--- src/rtl/beamform_trigger_core.sv ---
// rtl/beamform_trigger_core.sv - delay-and-sum beam power trigger with staged thresholds
// Five-stage pipeline: capture/history, beam sums, squares, power, threshold compare.
module beamform_trigger_core #(
  parameter int NBEAMS = 2,
  parameter int NSAMP = 8,
  parameter logic [NBEAMS*8*4-1:0] BEAM_DELAYS = '0,
  localparam int NCHAN = 8,
  localparam int AGC_BITS = 5
) (
  input  logic                                  clk_i,
  input  logic                                  rst_ni,
  input  logic [NCHAN-1:0][AGC_BITS*NSAMP-1:0]  data_i,
  input  logic [35:0]                           thresh_i,
  input  logic [1:0]                            thresh_wr_i,
  input  logic [1:0]                            thresh_update_i,
  output logic [1:0][NBEAMS-1:0]                trigger_o
);

  localparam int WORD_W = AGC_BITS * NSAMP;
  // Enough previous words that a 15-sample delay never reaches past the window.
  localparam int NHIST = (15 + NSAMP - 1) / NSAMP;
  localparam int WIN_W = (NHIST + 1) * WORD_W;

  logic [NCHAN-1:0][WORD_W-1:0]             cur_q;
  logic [NHIST-1:0][NCHAN-1:0][WORD_W-1:0]  hist_q;
  logic [NCHAN-1:0][WIN_W-1:0]              win;
  logic [NBEAMS-1:0][NSAMP-1:0][7:0]        beam_d, beam_q;
  logic [NBEAMS-1:0][NSAMP-1:0][14:0]       sq_d, sq_q;
  logic [NBEAMS-1:0][17:0]                  pwr_d, pwr_q;
  logic [1:0][NBEAMS-1:0][17:0]             stage_q, active_q;
  logic [1:0][NBEAMS-1:0]                   trig_d;

  function automatic int beam_delay(int b, int c);
    return int'(BEAM_DELAYS[(b*8+c)*4 +: 4]);
  endfunction

  // Window per channel: oldest history word in the low slot, current word on top.
  for (genvar c = 0; c < NCHAN; c++) begin : g_win
    assign win[c][NHIST*WORD_W +: WORD_W] = cur_q[c];
    for (genvar h = 0; h < NHIST; h++) begin : g_hist
      assign win[c][(NHIST-1-h)*WORD_W +: WORD_W] = hist_q[h][c];
    end
  end

  always_comb begin
    int idx;
    idx = 0;
    beam_d = '0;
    for (int b = 0; b < NBEAMS; b++) begin
      for (int s = 0; s < NSAMP; s++) begin
        for (int c = 0; c < NCHAN; c++) begin
          idx = NHIST*NSAMP + s - beam_delay(b, c);
          beam_d[b][s] = beam_d[b][s] +
            {{(8-AGC_BITS){win[c][idx*AGC_BITS + AGC_BITS-1]}}, win[c][idx*AGC_BITS +: AGC_BITS]};
        end
      end
    end
  end

  // Squaring the magnitude keeps the multiplier unsigned; |-128| fits in 8 bits.
  always_comb begin
    logic [7:0] mag;
    mag = '0;
    sq_d = '0;
    for (int b = 0; b < NBEAMS; b++) begin
      for (int s = 0; s < NSAMP; s++) begin
        mag = beam_q[b][s][7] ? (~beam_q[b][s] + 8'd1) : beam_q[b][s];
        sq_d[b][s] = 15'(mag) * 15'(mag);
      end
    end
  end

  always_comb begin
    pwr_d = '0;
    for (int b = 0; b < NBEAMS; b++) begin
      for (int s = 0; s < NSAMP; s++) begin
        pwr_d[b] = pwr_d[b] + 18'(sq_q[b][s]);
      end
    end
  end

  always_comb begin
    trig_d = '0;
    for (int k = 0; k < 2; k++) begin
      for (int b = 0; b < NBEAMS; b++) begin
        trig_d[k][b] = pwr_q[b] > active_q[k][b];
      end
    end
  end

  always_ff @(posedge clk_i or negedge rst_ni) begin
    if (!rst_ni) begin
      cur_q     <= '0;
      hist_q    <= '0;
      beam_q    <= '0;
      sq_q      <= '0;
      pwr_q     <= '0;
      trigger_o <= '0;
    end else begin
      cur_q     <= data_i;
      hist_q[0] <= cur_q;
      for (int h = 1; h < NHIST; h++) begin
        hist_q[h] <= hist_q[h-1];
      end
      beam_q    <= beam_d;
      sq_q      <= sq_d;
      pwr_q     <= pwr_d;
      trigger_o <= trig_d;
    end
  end

  // Update samples the pre-shift staging value when a write lands in the same cycle.
  always_ff @(posedge clk_i or negedge rst_ni) begin
    if (!rst_ni) begin
      stage_q  <= {(2*NBEAMS){18'h3FFFF}};
      active_q <= {(2*NBEAMS){18'h3FFFF}};
    end else begin
      for (int k = 0; k < 2; k++) begin
        if (thresh_update_i[k]) begin
          active_q[k] <= stage_q[k];
        end
        if (thresh_wr_i[k]) begin
          stage_q[k][0] <= thresh_i[18*k +: 18];
          for (int b = 1; b < NBEAMS; b++) begin
            stage_q[k][b] <= stage_q[k][b-1];
          end
        end
      end
    end
  end

endmodule

--- config.mk ---
export PLATFORM = sky130hd
export DESIGN_NAME = beamform_trigger_core
export DESIGN_NICKNAME = d
export VERILOG_FILES = /design/src/rtl/beamform_trigger_core.sv
export SDC_FILE = /design/constraint.sdc
export NUM_CORES = 2
export LEC_CHECK = 0
export CAP_MARGIN = 20
export CORE_UTILIZATION = 40
export CTS_CLUSTER_SIZE = 40
export DETAILED_ROUTE_END_ITERATION = 10
export SLEW_MARGIN = 40
export SYNTH_ARGS = -nofsm -noshare
export SYNTH_HDL_FRONTEND = slang
export SYNTH_SLANG_ARGS = --single-unit
--- constraint.sdc ---
create_clock -name clk_i -period 10.6 [get_ports clk_i]
set_input_delay 2.12 -clock clk_i [delete_from_list [all_inputs] [get_ports clk_i]]
set_output_delay 2.12 -clock clk_i [all_outputs]
set_load 0.005 [all_outputs]
==> out/qor.yml <==
status: "finished, final reports clean"
grt-ovfl-total: 0
maxSlewViolCount: 0
grt_pass1_wl_mm: 142
min_from: "beam_q[16]"
startpoint: "beam_q[48]"
max-slew-margin-rel: 0.468
yosys.area.top_type_share: 0.292
remaining_drc_errors: 0
crit_fanout: 8
period_share: 0.535
clk_path_buf_depth: 3
worst_pin_slew_ns: 0.776
fp.dieH_um: 335
dr.max_layer_used: "met5"
critPathRequiredTime_ns: 11.16
synth_cell_types: 73
gp_congestion: 0.805
synth-edff-count: 0
finalSetupViolations: 0
fp.dieW_um: 335
dr_wl_met2_mm: 42.5
drtIter0Drc: 838
fin_skew_ns: 0.0179
wirelength_mm: 83.0
grt_pass1_vias: 28600
cts_tree: "built"
fin_nets: 5606
die_area_um2: 112000
clkTransAtPathRegs_ns: 0.06
drive_above_1_share: 0.0917
synthCells: 3816
fin_cells: 5831
critical_path_class: "flip-flop to flip-flop"
rsz0062_at_grt: "no"
vias_per_cell: 4.49
async_reset_ff_frac: 1.00
ctsResizeCount: 0
cpPeakStageDelay_ns: 0.55
h-tree-depth: 3
wl_met1_mm: 35.7
cts_buffers: 79
hold_class: "flip-flop to flip-flop"
core_area_um2: 109000
dp.cells: 5691
ys_ff_latch: 662
synth_warnings: 0
firstDrtPassIters: 5
antenna_found_initial: 4
clock_sinks: 662
cp-start-kind: "flip-flop"
synth_top_area_cell: "dfrtp_1"
rows: 121
yosysMostFrequentCell: "inv_1"
vias: 26200
syn2layout_area_growth_pct: 19.1
dr_wl_met3_mm: 2.93
wl_per_cell_um: 14.2
syn_area_um2: 44400
worstSkewPairLatency_ns: 0.64
post-dp-hpwl_mm: 66.7
ys_top_cells_by_count: "inv_1, fa_1, dfrtp_1"
cts_root_buffer: "clkbuf_16"
avgSynthCellArea_um2: 11.6
synth_area_leaders: "dfrtp_1, fa_1, ha_1, dfstp_2, inv_1"
cpMaxStageDelayCell: "xnor2_1"
max_freq_mhz: 176
fin_tns_setup_ns: 0
grt_start_max_net_pins: 160
synth_ff_type: "dfrtp_1"
drtAntennaViolNets: 0
cts_hold_buf: 0
worstPathArrival_ns: 6.23
critPathCaptureType: "flip-flop"
hold_viol: 0
start_util: 0.405
cap_violations: 0
r2r-start: "beam_q[48]"
path_cells: "inv_1, ha_1, nor2b_1, xnor2_1, or2_1, inv_1, fa_1, fa_1, inv_1, fa_1, fa_1, inv_1, ha_1, or4_1, o2bb2ai_1, o2111ai_1, a21oi_1, xnor2_1"
io-pin-count: 366
grt_usage: 0.158
post-cts-setup-buffer-count: 0
port-buffer-count: 365
seq_area_frac_synth: 0.378
fin_crit_ns: 5.67
==> per-stage QoR <==
step | utilization | setup WS [ns] | hold slack, ns | cell area [µm²]
5_1_grt | 0.483 | 4.54 | 0.438 | 52800
4_1_cts | 0.482 | 4.89 | 0.423 | 52800
3_3_place_gp | 0.457 | 5.12 | 0.404 | 50000
3_5_place_dp | 0.457 | 4.92 | 0.422 | 50100
2_1_floorplan | - | 5.46 | 0.395 | 44600
6_report | 0.483 | 4.93 | 0.426 | 52800
==> layout by cell type (no fill, tap or decap), types with 6 or more instances in the layout <==
cell	count
nand2b_1	16
clkbuf_1	17
or2_2	15
nor2b_1	23
xnor2_1	181
nor2_1	267
o21bai_1	20
ha_1	411
a21oi_1	111
o21ai_0	98
o21a_1	16
nor4_1	7
nor3_1	22
a211oi_1	17
conb_1	64
inv_2	8
clkbuf_16	82
dfrtp_1	518
or3_1	12
mux2_2	76
clkdlybuf4s50_1	360
a21o_1	60
fa_1	535
nand2_1	142
o2111ai_1	6
o41ai_2	6
o21ai_1	7
clkinv_2	7
clkbuf_8	8
inv_1	844
nand4_1	17
bufinv_16	11
nand3_1	31
mux2i_1	14
xor2_1	62
dfstp_2	144
o31ai_1	16
==> routing by layer <==
metal  GRT usage  vias up
met2       0.275      308
met4      0.0424        2
li1            -    12700
met3      0.0278      116
met1       0.201    13000
met5           0        -
==> kinds of logic after synthesis <==
| logic type | share of synthesized area |
|---|---|
| xor+xnor | 0.0497 |
| compound gates | 0.0584 |
| mux | 0.0227 |
| flops | 0.378 |
| other cells | 0.000169 |
| simple gates | 0.0591 |
| fa+ha+maj | 0.357 |
| buf+inv | 0.0751 |
==> critical path, delay by kind of cell, from the launching register on <==
family,cells,cell delay (ns)
XOR/XNOR,2,0.68
AND/OR/NAND/NOR,3,0.81
flip-flops,1,0.43
AO/OA/AOI/OAI,3,0.70
adder cells (fa/ha/maj),6,2.56
buffers and inverters,4,0.39
==> worst paths after layout <==
check                              to  slack (ns)  cells after the start
setup / recovery            sq_q[104]        4.93                     18
hold / removal               sq_q[30]        0.43                      0
setup reg to reg            sq_q[104]        4.93                     18
hold reg to reg              sq_q[30]        0.43                      0
max in group asynchronous  cur_q[137]        7.49                      4
min in group asynchronous  cur_q[236]        1.50                      1
==> state kept, by name, indices dropped and copies added, names as in the netlist <==
register,count
trigger_o,4
beam_q,64
pwr_q,18
active_q,72
stage_q,72
sq_q,112
cur_q,320
==> cell type report <==
cell class                      count  area (µm²)
Antenna cell                        2        5.00
Clock buffer                      107        2230
Clock inverter                     29         465
Fill cell                        9957       56600
Inverter                          853        3200
Multi-Input combinational cell   2329       24500
Sequential cell                   662       16700
Tap cell                         1476        1850
Timing Repair Buffer              373        3810
Power is not shown: default switching activity piles up to over one toggle a cycle in this logic, so the estimate is an artifact.
